===== src/rtl/core_seq_pkg.sv =====
// Shared definitions for the attention-core sequencer: state encoding, instruction
// field positions, clock-enable indices and MAC mode opcodes (NACC/NDIV need CORE_SEQ_NORM_EN).
package core_seq_pkg;

   typedef enum logic [2:0] {
      S_IDLE,
      S_KLOAD,
      S_QLOAD,
      S_KPRE,
      S_EXEC,
      S_DRAIN
`ifdef CORE_SEQ_NORM_EN
      , S_NACC,
      S_NDIV
`endif
   } state_t;

   localparam int INST_PMEM_WR  = 0;
   localparam int INST_PMEM_RD  = 1;
   localparam int INST_KMEM_WR  = 2;
   localparam int INST_KMEM_RD  = 3;
   localparam int INST_QMEM_WR  = 4;
   localparam int INST_QMEM_RD  = 5;
   localparam int INST_MODE_LSB = 6;
   localparam int INST_PMEM_ADD = 8;

   // Fields above the two address buses move with the address width.
   function automatic int inst_qkmem_add(input int aw);
      return 8 + aw;
   endfunction

   function automatic int inst_ofifo_rd(input int aw);
      return 8 + 2 * aw;
   endfunction

   function automatic int inst_div(input int aw);
      return 9 + 2 * aw;
   endfunction

   function automatic int inst_acc(input int aw);
      return 10 + 2 * aw;
   endfunction

   function automatic int inst_fifo_ext_rd(input int aw);
      return 11 + 2 * aw;
   endfunction

   function automatic int inst_write_back(input int aw);
      return 12 + 2 * aw;
   endfunction

   function automatic int inst_width(input int aw);
      return 13 + 2 * aw;
   endfunction

   localparam logic [1:0] MODE_KLOAD = 2'b01;
   localparam logic [1:0] MODE_EXEC  = 2'b10;

   localparam int CE_ARRAY = 0;
   localparam int CE_OFIFO = 1;
   localparam int CE_QMEM  = 2;
   localparam int CE_KMEM  = 3;
   localparam int CE_PMEM  = 4;
   localparam int CE_SFP   = 5;
   localparam int CE_W     = 6;

endpackage


===== src/rtl/core_seq_if.sv =====
// Handshake and control bundle between the sequencer (slave) and whatever drives
// start/load/fifo status (master); inst and clk_en feed the attention core.
interface core_seq_if
   import core_seq_pkg::*;
#(
   parameter int AW = 4,
   parameter int IW = 13 + 2 * AW
);
   logic            start;
   logic [AW:0]     n_q;
   logic            load_valid;
   logic            load_ready;
   logic            fifo_valid;
   logic [IW-1:0]   inst;
   logic [CE_W-1:0] clk_en;
   logic            busy;
   logic            done;

   modport master (
      output start, n_q, load_valid, fifo_valid,
      input  load_ready, inst, clk_en, busy, done
   );

   modport slave (
      input  start, n_q, load_valid, fifo_valid,
      output load_ready, inst, clk_en, busy, done
   );
endinterface


===== src/rtl/core_seq_decode.sv =====
// Combinational decode of sequencer state/address into the core instruction word,
// per-unit clock enables and load_ready; CORE_SEQ_NORM_EN adds the NACC/NDIV decodes.
module core_seq_decode
   import core_seq_pkg::*;
#(
   parameter int AW        = 4,
   parameter int IW        = 13 + 2 * AW,
   parameter int GATE_IDLE = 1
) (
   input  state_t          state,
   input  logic [AW-1:0]   addr,
`ifdef CORE_SEQ_NORM_EN
   input  logic            div_wr_phase,
`endif
   input  logic            load_valid,
   input  logic            fifo_valid,
   output logic [IW-1:0]   inst,
   output logic [CE_W-1:0] clk_en,
   output logic            load_ready
);

   localparam int P_QK  = inst_qkmem_add(AW);
   localparam int P_OFR = inst_ofifo_rd(AW);
`ifdef CORE_SEQ_NORM_EN
   localparam int P_DIV = inst_div(AW);
   localparam int P_ACC = inst_acc(AW);
   localparam int P_WB  = inst_write_back(AW);
`endif

   logic [CE_W-1:0] unit_on;

   // Each state turns on only the strobes and units it actually uses; the
   // external-FIFO read bit is never driven by the sequencer.
   always_comb begin
      inst       = '0;
      unit_on    = '0;
      load_ready = 1'b0;
      case (state)
         S_KLOAD: begin
            load_ready         = 1'b1;
            inst[INST_KMEM_WR] = load_valid;
            inst[P_QK +: AW]   = addr;
            unit_on[CE_KMEM]   = 1'b1;
         end
         S_QLOAD: begin
            load_ready         = 1'b1;
            inst[INST_QMEM_WR] = load_valid;
            inst[P_QK +: AW]   = addr;
            unit_on[CE_QMEM]   = 1'b1;
         end
         S_KPRE: begin
            inst[INST_KMEM_RD]          = 1'b1;
            inst[INST_MODE_LSB +: 2]    = MODE_KLOAD;
            inst[P_QK +: AW]            = addr;
            unit_on[CE_ARRAY]           = 1'b1;
            unit_on[CE_KMEM]            = 1'b1;
         end
         S_EXEC: begin
            inst[INST_QMEM_RD]          = 1'b1;
            inst[INST_MODE_LSB +: 2]    = MODE_EXEC;
            inst[P_QK +: AW]            = addr;
            unit_on[CE_ARRAY]           = 1'b1;
            unit_on[CE_OFIFO]           = 1'b1;
            unit_on[CE_QMEM]            = 1'b1;
         end
         S_DRAIN: begin
            inst[P_OFR]                 = fifo_valid;
            inst[INST_PMEM_WR]          = fifo_valid;
            inst[INST_PMEM_ADD +: AW]   = addr;
            unit_on[CE_ARRAY]           = 1'b1;
            unit_on[CE_OFIFO]           = 1'b1;
            unit_on[CE_PMEM]            = 1'b1;
         end
`ifdef CORE_SEQ_NORM_EN
         S_NACC: begin
            inst[INST_PMEM_RD]          = 1'b1;
            inst[P_ACC]                 = 1'b1;
            inst[INST_PMEM_ADD +: AW]   = addr;
            unit_on[CE_PMEM]            = 1'b1;
            unit_on[CE_SFP]             = 1'b1;
         end
         S_NDIV: begin
            if (div_wr_phase) begin
               inst[INST_PMEM_WR]       = 1'b1;
               inst[P_WB]               = 1'b1;
            end else begin
               inst[INST_PMEM_RD]       = 1'b1;
               inst[P_DIV]              = 1'b1;
            end
            inst[INST_PMEM_ADD +: AW]   = addr;
            unit_on[CE_PMEM]            = 1'b1;
            unit_on[CE_SFP]             = 1'b1;
         end
`endif
         default: ;
      endcase
   end

   generate
      if (GATE_IDLE != 0) begin : g_gate
         assign clk_en = unit_on;
      end else begin : g_free
         assign clk_en = '1;
      end
   endgenerate

endmodule


===== src/rtl/core_seq.sv =====
// Autonomous instruction sequencer for one attention core: K load, Q load, kernel preload,
// execute, drain, and (with CORE_SEQ_NORM_EN defined) accumulate/divide normalisation.
module core_seq
   import core_seq_pkg::*;
#(
   parameter int COL       = 8,
   parameter int PR        = 8,
   parameter int DEPTH     = 16,
   parameter int GATE_IDLE = 1
) (
   input  logic      clk,
   input  logic      reset,
   core_seq_if.slave bus
);

   localparam int AW = $clog2(DEPTH);
   localparam int IW = inst_width(AW);
   localparam int CW = AW + 2;
   localparam logic [AW:0]   NQ_MAX   = (AW + 1)'(DEPTH);
   localparam logic [CW-1:0] COL_LAST = CW'(COL - 1);
   localparam logic [CW-1:0] ONE      = CW'(1);

   generate
      if (COL < 1 || COL > DEPTH || PR < 1) begin : g_bad_cfg
         $error("core_seq: COL must lie in 1..DEPTH and PR must be positive");
      end
   endgenerate

   state_t        state_q, state_d;
   logic [CW-1:0] cnt_q, cnt_d;
   logic [AW:0]   nq_q, nq_d;
   logic          busy_q, done_q;
   logic [CW-1:0] nq_last;
   logic          start_ok;
   logic [AW-1:0] addr;

   assign nq_last  = {1'b0, nq_q} - ONE;
   assign start_ok = bus.start && (bus.n_q != '0) && (bus.n_q <= NQ_MAX);

`ifdef CORE_SEQ_NORM_EN
   logic [CW-1:0] ndiv_last;
   assign ndiv_last = {nq_q, 1'b0} - ONE;
   // NDIV spends two cycles per address, so the address is the counter halved.
   assign addr      = (state_q == S_NDIV) ? cnt_q[AW:1] : cnt_q[AW-1:0];
`else
   assign addr      = cnt_q[AW-1:0];
`endif

   // Next-state: each phase advances its counter per transfer and leaves on the
   // last one; the counter is cleared on any state change.
   always_comb begin
      state_d = state_q;
      cnt_d   = cnt_q;
      nq_d    = nq_q;
      case (state_q)
         S_IDLE: begin
            if (start_ok) begin
               state_d = S_KLOAD;
               nq_d    = bus.n_q;
            end
         end
         S_KLOAD: begin
            if (bus.load_valid) begin
               cnt_d = cnt_q + ONE;
               if (cnt_q == COL_LAST) state_d = S_QLOAD;
            end
         end
         S_QLOAD: begin
            if (bus.load_valid) begin
               cnt_d = cnt_q + ONE;
               if (cnt_q == nq_last) state_d = S_KPRE;
            end
         end
         S_KPRE: begin
            cnt_d = cnt_q + ONE;
            if (cnt_q == COL_LAST) state_d = S_EXEC;
         end
         S_EXEC: begin
            cnt_d = cnt_q + ONE;
            if (cnt_q == nq_last) state_d = S_DRAIN;
         end
         S_DRAIN: begin
            if (bus.fifo_valid) begin
               cnt_d = cnt_q + ONE;
`ifdef CORE_SEQ_NORM_EN
               if (cnt_q == nq_last) state_d = S_NACC;
`else
               if (cnt_q == nq_last) state_d = S_IDLE;
`endif
            end
         end
`ifdef CORE_SEQ_NORM_EN
         S_NACC: begin
            cnt_d = cnt_q + ONE;
            if (cnt_q == nq_last) state_d = S_NDIV;
         end
         S_NDIV: begin
            cnt_d = cnt_q + ONE;
            if (cnt_q == ndiv_last) state_d = S_IDLE;
         end
`endif
         default: state_d = S_IDLE;
      endcase
      if (state_d != state_q) cnt_d = '0;
   end

   // busy mirrors the state just entered; done marks the first IDLE cycle after a pass.
   always_ff @(posedge clk or negedge reset) begin
      if (!reset) begin
         state_q <= S_IDLE;
         cnt_q   <= '0;
         nq_q    <= '0;
         busy_q  <= 1'b0;
         done_q  <= 1'b0;
      end else begin
         state_q <= state_d;
         cnt_q   <= cnt_d;
         nq_q    <= nq_d;
         busy_q  <= (state_d != S_IDLE);
         done_q  <= (state_q != S_IDLE) && (state_d == S_IDLE);
      end
   end

   core_seq_decode #(
      .AW        (AW),
      .IW        (IW),
      .GATE_IDLE (GATE_IDLE)
   ) u_decode (
      .state        (state_q),
      .addr         (addr),
`ifdef CORE_SEQ_NORM_EN
      .div_wr_phase (cnt_q[0]),
`endif
      .load_valid   (bus.load_valid),
      .fifo_valid   (bus.fifo_valid),
      .inst         (bus.inst),
      .clk_en       (bus.clk_en),
      .load_ready   (bus.load_ready)
   );

   assign bus.busy = busy_q;
   assign bus.done = done_q;

endmodule

===== src/flat_wrapper.sv =====
// flat-port wrapper written by rule: the top's interface ports become plain ports
module core_seq_flat import core_seq_pkg::*;
#(
   parameter int COL       = 8,
   parameter int PR        = 8,
   parameter int DEPTH     = 16,
   parameter int GATE_IDLE = 1
)
  (clk, reset, bus_start, bus_n_q, bus_load_valid, bus_fifo_valid, bus_load_ready, bus_inst, bus_clk_en, bus_busy, bus_done);
  core_seq_if bus_i ();
  input  logic clk;
  input  logic reset;
  input wire logic [$bits(bus_i.start)-1:0] bus_start;
  input wire logic [$bits(bus_i.n_q)-1:0] bus_n_q;
  input wire logic [$bits(bus_i.load_valid)-1:0] bus_load_valid;
  input wire logic [$bits(bus_i.fifo_valid)-1:0] bus_fifo_valid;
  output wire logic [$bits(bus_i.load_ready)-1:0] bus_load_ready;
  output wire logic [$bits(bus_i.inst)-1:0] bus_inst;
  output wire logic [$bits(bus_i.clk_en)-1:0] bus_clk_en;
  output wire logic [$bits(bus_i.busy)-1:0] bus_busy;
  output wire logic [$bits(bus_i.done)-1:0] bus_done;
  assign bus_i.start = bus_start;
  assign bus_i.n_q = bus_n_q;
  assign bus_i.load_valid = bus_load_valid;
  assign bus_i.fifo_valid = bus_fifo_valid;
  assign bus_load_ready = bus_i.load_ready;
  assign bus_inst = bus_i.inst;
  assign bus_clk_en = bus_i.clk_en;
  assign bus_busy = bus_i.busy;
  assign bus_done = bus_i.done;
  core_seq #(.COL(COL), .PR(PR), .DEPTH(DEPTH), .GATE_IDLE(GATE_IDLE)) u_core (.clk(clk), .reset(reset), .bus(bus_i));
endmodule

===== config.mk =====
export PLATFORM = sky130hd
export DESIGN_NAME = core_seq_flat
export DESIGN_NICKNAME = d
export VERILOG_FILES = /design/src/rtl/core_seq_pkg.sv /design/src/rtl/core_seq_if.sv /design/src/rtl/core_seq_decode.sv /design/src/rtl/core_seq.sv /design/src/flat_wrapper.sv
export SDC_FILE = /design/constraint.sdc
export NUM_CORES = 1
export LEC_CHECK = 0
export CORE_MARGIN = 1.5
export CORE_UTILIZATION = 40
export DETAILED_ROUTE_END_ITERATION = 8
export PLACE_DENSITY = 0.67
export SYNTH_ARGS = -nofsm -noshare
export SYNTH_HDL_FRONTEND = slang
export SYNTH_SLANG_ARGS = --single-unit

===== constraint.sdc =====
create_clock -name clk -period 3.4 [get_ports clk]
set_input_delay 0.68 -clock clk [delete_from_list [all_inputs] [get_ports clk]]
set_output_delay 0.68 -clock clk [all_outputs]
set_load 0.05 [all_outputs]

==> results.toml, run 1 <==
[run_status]
status = "finished clean"

[setup_path]
worstPathCellList = "clkdlybuf4s50_1 -> inv_1 -> nor3_1 -> clkdlybuf4s50_1"
worstSetupPathType = "in2out"
crit-reg2reg-launch = "u_core.nq_q[0]"
crit_path_max_incr_delay_ns = 0.86
crit_fanout = 4
worstReg2RegEnd = "u_core.bus.done"
crit_top_cell = "clkdlybuf4s50_1"
crit_slowest_cell = "clkdlybuf4s50_1"
crit_path_end = "bus_inst[0]"
crit_path_start = "bus_fifo_valid"
timing.critical_path.to_type = "primary output"
arrival_ns = 2.38
r2r_cells = 7
required_ns = 2.72
reg2reg_slack_ns = 1.25
startpoint_type = "primary input"

[power]
seqPwrFrac = 0.248
intPower_uw = 677
powerDensity_nw_per_um2 = 819
pwr-share-comb = 0.659
switchingPower_uw = 707
clkPwrFrac = 0.093
peakVddDrop_mv = 0.383
power.total_uw = 1380
p_leak_uw = 0.000722
swShare = 0.511

[synthesis]
ys_warn_count = 0
muxShareOfSynthArea = 0.0665
synth_top_family_by_area = "simple AND/OR/NAND/NOR gates"
synth_fa_ha_area_frac = 0.0193
ys.flop_type = "dfrtp_1"
yosys.cell_types.count = 48
synth_edf_count = 0
synth_xor_area_frac = 0.0742
synth.ff_latch_count = 16
synthArstFlopShare = 1.00
seq_area_frac_synth = 0.308
syn_inst = 146
netlist_area_sq_um = 1300
synth_compound_area_frac = 0.177
synth_area_per_cell_sq_um = 8.90
synth-simple-area-share = 0.262

[clock_network]
clkTransAtPathRegs_ns = 0.10
numClockSinks = 16
holdBufCountCts = 0
cts-root-buf = "clkbuf_4"
cts_buffers = 3
post_cts_buffers = 0
cts_resized = 0
cts_tree = "yes"
insertion_delay_ns = 0.30
clockBufferDepth = 2
h-tree-depth = 1

[sta]
finalSetupTns_ns = 0
worst_pin_slew_ns = 0.722
rsz0062_at_grt = "no"
fin_crit_sh = 0.900
fmax_ghz = 0.327
min_period_ns = 3.06
maxSlewHeadroom = 0.517
finalHoldViolCount = 0
slew_violations = 0
skew_ns = 0.00776
setup_viol = 0
hold_slack_ns = 0.595

[floorplan]
dieHeight_um = 60.0
die_w_um = 60.0
dieArea_sq_um = 3600
start_util = 0.422
num_rows = 20
io_pins = 40
core-area_sq_um = 3080

[layout]
multiInputGateArea_sq_um = 801
diodes = 0
final_cell_mix = "clkdlybuf4s50_1, dfrtp_1, nor2_1"
drive_above_1_share = 0.162
final_nets = 192
fillers = 295
final_common_cell = "clkdlybuf4s50_1"
regArea_sq_um = 400
area_growth_pct = 30.1

[detailed_routing]
drcViolationCount = 0
first_pass_iters = 4
drtIter0Drc = 30
viasPerCell = 5.26
wl_per_cell_um = 13.7
antenna_left = 0
totalWireLength_mm = 3.06
routed-via-count = 1174

[global_routing]
antenna_found_initial = 0
grt.total_usage = 0.187
grt_pass1_vias = 1128
grt_pass1_wl_mm = 5.02
grt_start_max_net_pins = 17
grt_overflow_total = 0

[worst_hold_path]
hold_path.class = "reg2reg"

[placement]
gp_congestion = 0.826
place_hpwl_mm = 2.40
port_buffers = 33

[run]
drv_cap = 0
==> layer usage <==
metal / part of all wire / up-vias / global-route usage
li1: - / 574 / -
met1: 0.42 / 559 / 0.219
met2: 0.51 / 36 / 0.329
met3: 0.050 / 5 / 0.0325
met4: 0.016 / 0 / 0.0857
met5: 0 / - / 0
==> power by group through the flow <==
stage               Combinational (uW)  Clock (uW)  Sequential, uW
finish                             912         129             343
global route                       984         143             358
CTS                                919         133             345
detailed placement                 914           0             349
global placement                   904           0             345
floorplan                          700           0             321
==> cell families after synthesis <==
family,after synthesis
simple gates,56
compound gates,29
buf+inv,23
flops,16
xor+xnor,11
mux,8
fa+ha+maj,2
other cells,1
==> flip-flops by register name, summed over array words and instances, names as in the netlist <==
signal           count
u_core.cnt_q         6
u_core.bus.busy      1
u_core.state_q       3
u_core.nq_q          5
u_core.bus.done      1
==> area by class of cell <==
| cell class | instances | area share |
|---|---|---|
| clock buffers | 4 | 0.0215 |
| inverters | 9 | 0.0200 |
| multi-input cells | 112 | 0.474 |
| flip-flops and latches | 16 | 0.237 |
| well taps | 44 | 0.0326 |
| repair buffers | 38 | 0.215 |
==> worst max-delay path, delay by kind of cell <==
family	cells	cell delay (ns)
AND/OR/NAND/NOR	1	0.27
buffers and inverters	3	1.43
==> worst min-delay path by stage <==
stage / start / end / cells past startpoint
after global placement: u_core.nq_q[1] / u_core.nq_q[1] / 1
after detailed placement: u_core.nq_q[1] / u_core.nq_q[1] / 1
final: u_core.nq_q[1] / u_core.nq_q[1] / 1
after CTS: u_core.nq_q[1] / u_core.nq_q[1] / 1
after floorplan: reset / u_core.bus.busy / 0
after global routing: u_core.nq_q[1] / u_core.nq_q[1] / 1
==> cells in the mapped netlist, types with 4 or more instances <==
cell      count  area (sq um)
and2_1        9          56.3
xnor2_1       6          52.6
xor2_1        5          43.8
nor2b_1       4          25.0
clkbuf_1      6          22.5
nor2_1       12          45.0
inv_1         7          26.3
buf_4         8          60.1
a211oi_1      6          45.0
nand2_1       6          22.5
nor3_1        5          25.0
a21oi_1       4          20.0
dfrtp_1      16           400
mux2_2        5          56.3
==> through the flow <==
step | utilization | instances | cell area (sq um) | setup slack [ns]
after floorplan | - | 151 | 1320 | 0.461
after global placement | 0.537 | 219 | 1650 | 0.403
after detailed placement | 0.537 | 219 | 1650 | 0.348
after CTS | 0.549 | 223 | 1690 | 0.330
after global routing | 0.549 | 223 | 1690 | 0.182
final | 0.549 | 223 | 1690 | 0.341
Note: power is estimated with default switching activity, not from simulation.
==> inputs of run 2 (changes only) <==
CTS_BUF_LIST = sky130_fd_sc_hd__clkbuf_8   (was not set)
==> run 2 against run 1 <==
Against the previous run:
- cell count is the same
- global-route usage shrank 0.36 points
- clock skew shrank 0.0045 ns
- critical endpoint unchanged
- largest power group unchanged
- highest routed layer unchanged
==> results.toml, run 2 (same netlist as run 1, synthesis figures left out) <==
[run_status]
status = "finished clean"

[clock_network]
post_cts_buffers = 0
cts_buffers = 3
clockBufferDepth = 2
h-tree-depth = 1
clkTransAtPathRegs_ns = 0.06
cts_resized = 0
cts-root-buf = "clkbuf_8"
insertion_delay_ns = 0.24
holdBufCountCts = 0
cts_tree = "yes"
numClockSinks = 16

[layout]
final_util = 0.555
largest_register = "u_core.cnt_q"
final_common_cell = "clkdlybuf4s50_1"
fillers = 290
diodes = 0
largest_reg_flops = 6
largestRegisters = "u_core.cnt_q x6, u_core.nq_q x5, u_core.state_q x3"
final_nets = 192
final_cell_mix = "clkdlybuf4s50_1, dfrtp_1, nor2_1"
area_growth_pct = 31.5
drive_above_1_share = 0.162

[sta]
slew_violations = 0
skew_ns = 0.00331
setup_viol = 0
finalHoldViolCount = 0
rsz0062_at_grt = "no"
hold_slack_ns = 0.586
fmax_ghz = 0.327
finalSetupTns_ns = 0
maxSlewHeadroom = 0.522
worst_pin_slew_ns = 0.715
min_period_ns = 3.06
fin_crit_sh = 0.900

[setup_path]
crit_fanout = 4
crit_path_start = "bus_fifo_valid"
worstReg2RegEnd = "u_core.bus.done"
worstSetupPathType = "in2out"
r2r_cells = 7
required_ns = 2.72
timing.critical_path.to_type = "primary output"
arrival_ns = 2.38
startpoint_type = "primary input"
reg2reg_slack_ns = 1.26
crit-reg2reg-launch = "u_core.nq_q[0]"

[global_routing]
antenna_found_initial = 0
grt_pass1_wl_mm = 5.02
grt_overflow_total = 0
grt_pass1_vias = 1156
grt.total_usage = 0.184
grt_start_max_net_pins = 17

[worst_hold_path]
whs_endpoint = "u_core.nq_q[1]"
min_from = "u_core.nq_q[1]"
hold_path.class = "reg2reg"
holdPathStages = 1

[detailed_routing]
totalWireLength_mm = 3.09
drcViolationCount = 0
antenna_left = 0
first_pass_iters = 4
viasPerCell = 5.20
routed-via-count = 1160
drtIter0Drc = 23
wl_per_cell_um = 13.8

[power]
powerDensity_nw_per_um2 = 834
power.total_uw = 1420
pwr-share-comb = 0.643
swShare = 0.498
peakVddDrop_mv = 0.367
clkPwrFrac = 0.116
seqPwrFrac = 0.242
switchingPower_uw = 710
p_leak_uw = 0.000730
intPower_uw = 715

[floorplan]
die_w_um = 60.0
num_rows = 20
core-area_sq_um = 3080
io_pins = 40
start_util = 0.422
dieHeight_um = 60.0
dieArea_sq_um = 3600

[run]
drv_cap = 0

[placement]
port_buffers = 33
place_hpwl_mm = 2.40
gp_congestion = 0.826
[run 2: critical path, stage by stage]
cell and delay, ns:
clkdlybuf4s50_1 0.48, inv_1 0.09, nor3_1 0.27, clkdlybuf4s50_1 0.86
[run 2: metrics by stage]
step	instances	instance area (sq um)	setup WS (ns)
floorplan	151	1320	0.461
global placement	219	1650	0.403
detailed placement	219	1650	0.348
CTS	223	1710	0.330
global route	223	1710	0.261
finish	223	1710	0.341
[run 2: power groups by stage]
stage | Clock [uW] | Combinational, uW | Sequential [uW]
6_report | 165 | 916 | 344
5_1_grt | 180 | 986 | 358
4_1_cts | 169 | 921 | 345
3_5_place_dp | 0 | 914 | 349
3_3_place_gp | 0 | 904 | 345
2_1_floorplan | 0 | 700 | 321
[run 2: metal layers]
layer  up-vias  wire, um  global-route usage
li1        573         -                   -
met2        27      1610               0.329
met1       556      1330               0.217
met4         0        33              0.0730
met3         4       120              0.0260
met5         -         0                   0
[run 2: worst max-delay path by stage]
| stage | to |
|---|---|
| 2_1_floorplan | bus_inst[16] |
| 3_3_place_gp | bus_inst[16] |
| 3_5_place_dp | bus_inst[0] |
| 4_1_cts | bus_inst[0] |
| 5_1_grt | bus_inst[13] |
| 6_report | bus_inst[0] |
[run 2: layout make-up]
| class | count | area (sq um) | area share |
|---|---|---|---|
| multi-input cells | 112 | 801 | 0.469 |
| flip-flops and latches | 16 | 400 | 0.234 |
| repair buffers | 38 | 363 | 0.212 |
| clock buffers | 4 | 55.1 | 0.0322 |
| well taps | 44 | 55.1 | 0.0322 |
| inverters | 9 | 33.8 | 0.0198 |
